**config.mk**
```make
export PLATFORM = sky130hd
export DESIGN_NAME = lns_add_pipe_flat
export DESIGN_NICKNAME = d
export VERILOG_FILES = /design/src/rtl/lns_add_pipe_if.sv /design/src/rtl/lns_add_pipe.sv /design/src/flat_wrapper.sv
export SDC_FILE = /design/constraint.sdc
export NUM_CORES = 1
export LEC_CHECK = 0
export CORE_UTILIZATION = 25
export CTS_CLUSTER_SIZE = 12
export DETAILED_ROUTE_END_ITERATION = 12
export PLACE_DENSITY = 0.39
export SETUP_SLACK_MARGIN = 0.02
export SYNTH_ARGS = -nofsm -noshare
export SYNTH_HDL_FRONTEND = slang
export SYNTH_SLANG_ARGS = --single-unit
```
**constraint.sdc**
```tcl
create_clock -name clk -period 4.2 [get_ports clk]
set_input_delay 0.84 -clock clk [delete_from_list [all_inputs] [get_ports clk]]
set_output_delay 0.84 -clock clk [all_outputs]
set_load 0.03 [all_outputs]
```
**src/rtl/lns_add_pipe_if.sv**
```systemverilog
// Operand/result stream bundle for the LNS add/subtract pipeline.
// master = producer/consumer side, slave = the arithmetic unit.
interface lns_add_pipe_if #(
    parameter int WBITS = 16
);
    // upstream operand channel
    logic                    in_valid;
    logic                    in_ready;
    logic                    op_sub;
    logic                    x_zero;
    logic                    x_sgn;
    logic signed [WBITS-1:0] x_log;
    logic                    y_zero;
    logic                    y_sgn;
    logic signed [WBITS-1:0] y_log;
    // downstream result channel
    logic                    out_valid;
    logic                    out_ready;
    logic                    z_zero;
    logic                    z_sgn;
    logic signed [WBITS-1:0] z_log;
    logic                    z_sat;

    modport master (
        output in_valid, op_sub, x_zero, x_sgn, x_log, y_zero, y_sgn, y_log, out_ready,
        input  in_ready, out_valid, z_zero, z_sgn, z_log, z_sat
    );

    modport slave (
        input  in_valid, op_sub, x_zero, x_sgn, x_log, y_zero, y_sgn, y_log, out_ready,
        output in_ready, out_valid, z_zero, z_sgn, z_log, z_sat
    );
endinterface

```
**src/rtl/lns_add_pipe.sv**
```systemverilog
// Three-stage log-number-system add/subtract unit.
// Stage 1 orders the operands and forms |x_log - y_log|, stage 2 looks up the
// coarse delta correction, stage 3 adds it to the larger log and saturates.
// All stages advance together whenever the output stage is free or drained.
module lns_add_pipe #(
    parameter int WBITS    = 16,
    parameter int FRACBITS = 8
) (
    input logic              clk,
    input logic              rst_n,
    lns_add_pipe_if.slave    bus
);
    localparam int DW = WBITS + 1;

    localparam logic        [DW-1:0] ONE         = DW'(1) << FRACBITS;
    localparam logic        [DW-1:0] ONE_PT_FIVE = DW'(3) << (FRACBITS - 1);
    localparam logic signed [DW-1:0] MAXV        = DW'((1 << (WBITS - 1)) - 1);
    localparam logic signed [DW-1:0] MINV        = DW'(-(1 << (WBITS - 1)));

    // delta_plus / delta_minus approximation from the integer part of |d|
    function automatic logic signed [DW-1:0] delta_fn(input logic [DW-1:0] ad,
                                                      input logic          same);
        logic [DW-1:0] k;
        k = ad >> FRACBITS;
        if (k > DW'(FRACBITS))
            return '0;
        if (same)
            return $signed(ONE >> k);
        return -$signed(ONE_PT_FIVE >> k);
    endfunction

    // clamp to the WBITS signed range; MSB of the result flags a clip
    function automatic logic [WBITS:0] sat_fn(input logic signed [DW-1:0] s);
        if (s > MAXV)
            return {1'b1, MAXV[WBITS-1:0]};
        if (s < MINV)
            return {1'b1, MINV[WBITS-1:0]};
        return {1'b0, s[WBITS-1:0]};
    endfunction

    logic adv;

    // stage-1 registers
    logic                    vld_p1_q;
    logic                    zero_p1_q,    zero_p1_d;
    logic                    pass_p1_q,    pass_p1_d;
    logic                    same_p1_q,    same_p1_d;
    logic                    big_sgn_p1_q, big_sgn_p1_d;
    logic signed [WBITS-1:0] big_log_p1_q, big_log_p1_d;
    logic        [DW-1:0]    ad_p1_q,      ad_p1_d;

    // stage-2 registers
    logic                    vld_p2_q;
    logic                    zero_p2_q,    zero_p2_d;
    logic                    big_sgn_p2_q;
    logic signed [WBITS-1:0] big_log_p2_q;
    logic signed [DW-1:0]    delta_p2_q,   delta_p2_d;

    // stage-3 (output) registers
    logic                    vld_p3_q;
    logic                    z_zero_q,     z_zero_d;
    logic                    z_sgn_q,      z_sgn_d;
    logic signed [WBITS-1:0] z_log_q,      z_log_d;
    logic                    z_sat_q,      z_sat_d;

    logic                    ys;
    logic signed [DW-1:0]    d;
    logic                    xbig;
    logic signed [DW-1:0]    sum_p3;
    logic        [WBITS:0]   sat_p3;

    assign adv          = bus.out_ready | ~vld_p3_q;
    assign bus.in_ready = adv;

    // Stage 1: effective sign, log difference, larger operand, zero cases
    always_comb begin
        ys           = bus.y_sgn ^ bus.op_sub;
        d            = DW'(bus.x_log) - DW'(bus.y_log);
        xbig         = ~d[DW-1];
        ad_p1_d      = xbig ? d : -d;
        same_p1_d    = (bus.x_sgn == ys);
        zero_p1_d    = bus.x_zero & bus.y_zero;
        pass_p1_d    = bus.x_zero ^ bus.y_zero;
        big_log_p1_d = bus.x_log;
        big_sgn_p1_d = bus.x_sgn;
        if (bus.x_zero && !bus.y_zero) begin
            big_log_p1_d = bus.y_log;
            big_sgn_p1_d = ys;
        end else if (!bus.x_zero && !bus.y_zero && !xbig) begin
            big_log_p1_d = bus.y_log;
            big_sgn_p1_d = ys;
        end
    end

    // Stage 2: delta lookup and exact-cancellation detection
    always_comb begin
        delta_p2_d = (zero_p1_q | pass_p1_q) ? '0 : delta_fn(ad_p1_q, same_p1_q);
        zero_p2_d  = zero_p1_q | (~pass_p1_q & ~same_p1_q & (ad_p1_q == '0));
    end

    // Stage 3: accumulate delta onto the larger log and saturate
    always_comb begin
        sum_p3   = DW'(big_log_p2_q) + delta_p2_q;
        sat_p3   = sat_fn(sum_p3);
        z_zero_d = zero_p2_q;
        z_sgn_d  = zero_p2_q ? 1'b0 : big_sgn_p2_q;
        z_log_d  = zero_p2_q ? '0   : $signed(sat_p3[WBITS-1:0]);
        z_sat_d  = zero_p2_q ? 1'b0 : sat_p3[WBITS];
    end

    // Valid chain and output registers; reset drops everything in flight
    always_ff @(posedge clk) begin
        if (!rst_n) begin
            vld_p1_q <= 1'b0;
            vld_p2_q <= 1'b0;
            vld_p3_q <= 1'b0;
            z_zero_q <= 1'b0;
            z_sgn_q  <= 1'b0;
            z_log_q  <= '0;
            z_sat_q  <= 1'b0;
        end else if (adv) begin
            vld_p1_q <= bus.in_valid;
            vld_p2_q <= vld_p1_q;
            vld_p3_q <= vld_p2_q;
            z_zero_q <= z_zero_d;
            z_sgn_q  <= z_sgn_d;
            z_log_q  <= z_log_d;
            z_sat_q  <= z_sat_d;
        end
    end

    // Intermediate datapath registers move with the valid chain, no reset needed
    always_ff @(posedge clk) begin
        if (adv) begin
            zero_p1_q    <= zero_p1_d;
            pass_p1_q    <= pass_p1_d;
            same_p1_q    <= same_p1_d;
            big_sgn_p1_q <= big_sgn_p1_d;
            big_log_p1_q <= big_log_p1_d;
            ad_p1_q      <= ad_p1_d;
            zero_p2_q    <= zero_p2_d;
            big_sgn_p2_q <= big_sgn_p1_q;
            big_log_p2_q <= big_log_p1_q;
            delta_p2_q   <= delta_p2_d;
        end
    end

    assign bus.out_valid = vld_p3_q;
    assign bus.z_zero    = z_zero_q;
    assign bus.z_sgn     = z_sgn_q;
    assign bus.z_log     = z_log_q;
    assign bus.z_sat     = z_sat_q;
endmodule

```
**src/flat_wrapper.sv**
```systemverilog
// flat-port wrapper written by rule: the top's interface ports become plain ports
module lns_add_pipe_flat 
#(
    parameter int WBITS    = 16,
    parameter int FRACBITS = 8
)
  (clk, rst_n, bus_in_valid, bus_op_sub, bus_x_zero, bus_x_sgn, bus_x_log, bus_y_zero, bus_y_sgn, bus_y_log, bus_out_ready, bus_in_ready, bus_out_valid, bus_z_zero, bus_z_sgn, bus_z_log, bus_z_sat);
  lns_add_pipe_if #(.WBITS(WBITS)) bus_i ();
  input logic clk;
  input logic rst_n;
  input wire logic [$bits(bus_i.in_valid)-1:0] bus_in_valid;
  input wire logic [$bits(bus_i.op_sub)-1:0] bus_op_sub;
  input wire logic [$bits(bus_i.x_zero)-1:0] bus_x_zero;
  input wire logic [$bits(bus_i.x_sgn)-1:0] bus_x_sgn;
  input wire logic [$bits(bus_i.x_log)-1:0] bus_x_log;
  input wire logic [$bits(bus_i.y_zero)-1:0] bus_y_zero;
  input wire logic [$bits(bus_i.y_sgn)-1:0] bus_y_sgn;
  input wire logic [$bits(bus_i.y_log)-1:0] bus_y_log;
  input wire logic [$bits(bus_i.out_ready)-1:0] bus_out_ready;
  output wire logic [$bits(bus_i.in_ready)-1:0] bus_in_ready;
  output wire logic [$bits(bus_i.out_valid)-1:0] bus_out_valid;
  output wire logic [$bits(bus_i.z_zero)-1:0] bus_z_zero;
  output wire logic [$bits(bus_i.z_sgn)-1:0] bus_z_sgn;
  output wire logic [$bits(bus_i.z_log)-1:0] bus_z_log;
  output wire logic [$bits(bus_i.z_sat)-1:0] bus_z_sat;
  assign bus_i.in_valid = bus_in_valid;
  assign bus_i.op_sub = bus_op_sub;
  assign bus_i.x_zero = bus_x_zero;
  assign bus_i.x_sgn = bus_x_sgn;
  assign bus_i.x_log = bus_x_log;
  assign bus_i.y_zero = bus_y_zero;
  assign bus_i.y_sgn = bus_y_sgn;
  assign bus_i.y_log = bus_y_log;
  assign bus_i.out_ready = bus_out_ready;
  assign bus_in_ready = bus_i.in_ready;
  assign bus_out_valid = bus_i.out_valid;
  assign bus_z_zero = bus_i.z_zero;
  assign bus_z_sgn = bus_i.z_sgn;
  assign bus_z_log = bus_i.z_log;
  assign bus_z_sat = bus_i.z_sat;
  lns_add_pipe #(.WBITS(WBITS), .FRACBITS(FRACBITS)) u_core (.clk(clk), .rst_n(rst_n), .bus(bus_i));
endmodule
```
# After elaboration in Yosys (flattened, before gate mapping)
# Cells that the tools add are included.
# Widths: inputs -> output; s select.
# totals
latchBits	0
word_cells	67
out_inout_bits	21
ramBits	0
regBits	94
memories	0
rom_bits	0
# op_classes
n_div	0
n_reduce_logical	6
n_lt_le_gt_ge	3
add_sub_neg	4
n_eq_ne	1
shifts	2
n_mul	0
muxes	22
n_bitwise	11
# op_table
op	n
$mux 17	8
$mux 16	4
$neg 17->17	2
$shr 9x9->17 const A	2
$add 16x17->17	1
$gt 17x16->1 const B	1
$logic_not 17->1	1
$lt 17x16->1 const B	1
$sub 16x16->17	1
$mux 1	10
$gt 9x4->1 const B	1
$and 1x1->1	3
$logic_and 1x1->1	3
$not 1->1	3
$or 1x1->1	3
$logic_not 1->1	2
$xor 1x1->1	2
$eq 1x1->1	1

# Depth between registers and ports, before layout
# depth
word_depth	7
depth_mapped	13
ltp_nobuf	12

# Least setup slack after synthesis
# No wires, ideal clock.
# synth_path
path_kind	input port to flip-flop
start	in bus_x_log[0]
end	reg u_core.big_log_p1_q[10], data pin
t_required_ps	3938
n_path_buf	1
arrival_time_ps	3448
path_stages	13
slack_ps	490
cell_sequence	inv_1 > ha_1 > inv_1 > fa_1 > a211oi_2 > o21ai_1 > a21oi_1 > nor4_1 > o311a_1 > o31ai_4 > a21oi_2 > buf_6 > mux2_1
# synth_via
elab_chain_cells	4
# synth_rtl
item	line	text
start, declared	flat_wrapper.sv:15	input wire logic [$bits(bus_i.x_log)-1:0] bus_x_log;
$sub 16x16->17	lns_add_pipe.sv:78	d = DW'(bus.x_log) - DW'(bus.y_log);
$logic_and 1x1->1	lns_add_pipe.sv:89	end else if (!bus.x_zero && !bus.y_zero && !xbig) begin
$mux 16	lns_add_pipe.sv:89	
$mux 16	lns_add_pipe.sv:86	if (bus.x_zero && !bus.y_zero) begin
net u_core.big_log_p1_d[10]	lns_add_pipe.sv:49	logic signed [WBITS-1:0] big_log_p1_q, big_log_p1_d;
end signal, assigned	lns_add_pipe.sv:139	big_log_p1_q <= big_log_p1_d;
end, declared	lns_add_pipe.sv:49	
# The timed path passes the listed nets, and every way through them passes these cells.
# A chain may end at the register's enable or synchronous reset.

# Worst setup path in the final report
# layout_path
start	in bus_y_log[0]
end	reg u_core.big_log_p1_q[5], data pin
# layout_via
elab_chain_cells	4
# layout_rtl
item	line	text
start, declared	flat_wrapper.sv:18	input wire logic [$bits(bus_i.y_log)-1:0] bus_y_log;
$sub 16x16->17	lns_add_pipe.sv:78	
$logic_and 1x1->1	lns_add_pipe.sv:89	
$mux 16	lns_add_pipe.sv:89	
$mux 16	lns_add_pipe.sv:86	
net u_core.big_log_p1_d[5]	lns_add_pipe.sv:49	
# The timed path passes the listed nets, and every way through them passes these cells.

==> summary.md <==
| Metric | Value |
|---|---|
| Synth Area in Compound Gates | 0.177 |
| Die area | 0.0235 mm^2 |
| Most used DFF post-synth | edfxtp_1 |
| Status | finished clean |
| Syn avg cell area | 10.3 um^2 |
| Initial Util | 0.254 |
| Detailed Place HPWL | 10200 um |
| Synthesized cell area | 0.00573 mm^2 |
| Worst setup SP type | primary input |
| Worst Max-Slew Pin Slew | 0.972 ns |
| WL met2 | approximately 6000 um |
| Mux share of post-synthesis cell area | 0.0439 |
| P_int | around 0.002 W |
| Finished Cell Area | 0.00703 mm^2 |
| Reg2reg setup slack | 0.99 ns |
| Sw Share | 0.305 |
| Worst slew margin relative to its limit | 0.352 |
| Die X | 153 um |
| Register area share after synthesis | 0.454 |
| Clock network power share | 0.289 |
| Wire length per cell | 14.2 um |
| Worst hold path type | reg -> reg |
| Final Net Count | between 700 and 800 |
| Post-synth top area cell | edfxtp_1 |
| Routed wl met3 | 457 um |
| CTS sink count | 94 |
| Setup CP Type | in -> reg |
| Power Density | 398 mW/mm^2 |
| Core box area | 0.0226 mm^2 |
| Hold_sp | u_core.big_log_p1_q[15]$_DFFE_PP_ |
| Syn nets | ~640 |
| XOR/XNOR Fraction of Synth Area | 0.0687 |
| Gr usage total | 0.116 |
| Maximum VDD drop | 0.165 mV |
| Achievable clock frequency | roughly 260 MHz |
| TritonCTS clock tree | done |
| Worst EP required | 4.30 ns |
| Ys Warns | 0 |
| Detail Route Antenna Nets | 0 |
| Post-CTS Repair Setup Buffers | 0 |
| Max_cap viols | 0 |
| First-pass iteration count of the detailed router | 4 |
| Setup violations, final | 0 |
| Pins over their slew limit | 0 |
| R2R depth | 9 |
| Setup ws final | 0.333 ns |
| H-tree levels | 3 |
| First-pass GRT wire length | 21500 um |
| Setup crit start | bus_y_log[0] |
| DRC viols | 0 |
| Crit path DAT | 3.97 ns |
| Max Clock Skew | around 0.0083 ns |
| Core Util, Final | 0.311 |
| Io pins | 62 |
| Yosys cell types | 67 |
| Cells after synthesis | 556 |
| Row cnt | 55 |
| Synth area leaders | edfxtp_1, ha_1, dfxtp_1 |
| Clock Path Buffers | 2 |
| Clock Pin Slew Worst Setup and Hold Paths | ~0.07 ns |
| ANT cells | 0 |
| Final GP Congestion | 0.824 |
| Synth Area in Simple Gates | 0.127 |
| Crit path capture | u_core.big_log_p1_q[5]$_DFFE_PP_ |
| WL final | 13000 um |
| Worst-Skew Late Latency | 0.35 ns |
| Die Height | 153 um |
| Post-cts resize count | 0 |
| Synth Area in Adders | 0.0934 |
| Placement Setup Slack | -0.0531 ns |
| Period utilization | 0.921 |
| Congestion Overflow GR | 0 |
| Worst R2R Start | u_core.big_log_p2_q[3]$_DFFE_PP_ |
| Cells after DPL | between 800 and 900 |
| Non-Filler Instances | 914 |
| Reg2reg end | u_core.bus.z_log[11]$_SDFFE_PN0P_ |
| Ys async rst share | 0 |
| Drt via density | 4.65 |
| Final min period | 3.87 ns |
| Number of global-route vias before repair | approximately 4300 |
| RSZ-0062 raised after global routing | no |
| Final hold violation count | 0 |
| Seq pwr share | 0.448 |
| Critical path peak fanout | 15 |
| Via count | roughly 4300 |
| Wl on met1 | 6300 um |
| Post-placement cell area | 0.00673 mm^2 |
| Num CTS Buffers | 9 |
| P_sw | 0.000852 W |
| Share of cells above drive strength 1 | 0.0779 |
| Total power | 0.00280 W |
| Pin count of the biggest net entering global routing | 74 |
| Largest family of logic cells by synthesized area | compound AO/OA/AOI/OAI gates |
| Initial antenna violation count | 0 |
| Top routing layer used | met4 |
| Synth-to-layout area growth | 22.6% |
| Number of port buffers | 61 |
| Initial DRC count | roughly 180 |
| Synth Register Bits | 94 |
| Crit. End Element | flop |
| Number of synthesized flops with an enable pin | 72 |
| Root buf cell | clkbuf_16 |
| Area share of the largest cell type after synthesis | 0.377 |
| P_leak | 2.73 nW |
| Logic pwr share | 0.263 |
| # hold bufs at CTS | 0 |
-- final cells by class --
| type | instances | area [um^2] |
|---|---|---|
| timing repair buffer | 74 | 721 |
| multi-input combinational | 408 | 2920 |
| tap | 285 | 357 |
| sequential | 94 | 2600 |
| inverter | 37 | 139 |
| fill | 2321 | 15500 |
| clock buffer | 9 | 225 |
| clock inverter | 7 | 65.1 |
-- worst max-delay path, cell delays in order --
cell	delay (ns)
clkdlybuf4s50_1	0.48
ha_1	0.18
inv_1	0.06
fa_1	0.39
a211oi_2	0.26
o21ai_1	0.15
a21oi_1	0.18
nor4_1	0.08
o311a_1	0.38
o31ai_4	0.35
a21oi_2	0.13
buf_12	0.17
mux2_1	0.32
-- logic make-up after synthesis --
| logic type | Yosys count |
|---|---|
| muxes | 23 |
| and+or+nand+nor | 156 |
| buffers and inverters | 54 |
| xor gates and xnor gates | 45 |
| DFF | 94 |
| adders and majority gates | 42 |
| AOI/OAI and AO/OA | 142 |
-- worst min-delay path by stage --
stage                                                   end  slack [ns]  cells after the start
after detailed placement  u_core.big_log_p2_q[15]$_DFFE_PP_        0.42                      0
after global placement    u_core.big_log_p2_q[14]$_DFFE_PP_        0.41                      0
after global routing      u_core.big_log_p2_q[15]$_DFFE_PP_        0.43                      0
after CTS                 u_core.big_log_p2_q[15]$_DFFE_PP_        0.43                      0
after floorplan            u_core.big_log_p2_q[0]$_DFFE_PP_        0.40                      0
final                     u_core.big_log_p2_q[15]$_DFFE_PP_        0.43                      0
-- power by group through the flow --
stage	clock, W	combinational (W)	sequential, W
floorplan	0	0.000486	0.00127
global placement	0	0.000735	0.00127
finish	0.000808	0.000735	0.00125
global route	0.000871	0.000818	0.00127
CTS	0.000842	0.000743	0.00126
detailed placement	0	0.000740	0.00128
-- synthesized netlist by cell type (4+ instances only) --
library cell  instances
inv_1                36
xnor2_1              29
a221o_1              13
nor4_1                5
clkbuf_1             12
mux2i_1               6
buf_1                 4
xor2_1               16
edfxtp_1             72
nand2b_1              6
a211oi_1              6
a31oi_1               4
nor2_1               58
nor2b_1               7
nand2_1              39
a21oi_1              28
o211ai_1              4
o21a_1                5
a21o_1                8
dfxtp_1              22
mux2_2                7
ha_1                 38
o21ai_0              30
nor3_1               13
mux2_1               10
nand3_1              10
-- routing by layer --
| metal | track usage | vias to the layer above |
|---|---|---|
| li1 | - | 2197 |
| met1 | 0.145 | 1945 |
| met2 | 0.195 | 95 |
| met3 | 0.0306 | 16 |
| met4 | 0.0376 | 0 |
| met5 | 0 | - |
-- metrics by stage --
stage          setup TNS, ns  hold WS, ns
4_1_cts                    0        0.434
5_1_grt                    0        0.434
2_1_floorplan              0        0.400
3_5_place_dp          -0.440        0.415
6_report                   0        0.432
3_3_place_gp          -0.132        0.410
-- sequential cells by signal (all words and copies together) (netlist names), 16 cells and up --
register / flops
u_core.ad_p1_q: 17
u_core.delta_p2_q: 17
u_core.big_log_p2_q: 16
u_core.big_log_p1_q: 16
u_core.bus.z_log: 16
-- placed cells by master (no fill, tap or decap), types with 12 or more instances in the layout --
master           instances
a21oi_1                 28
a221o_1                 13
buf_4                   12
clkdlybuf4s50_1         61
dfxtp_1                 22
edfxtp_1                72
ha_1                    38
inv_1                   35
nand2_1                 39
nor2_1                  58
nor3_1                  13
o21ai_0                 30
xnor2_1                 29
xor2_1                  16
No activity file was read; power rests on OpenSTA's default activity.
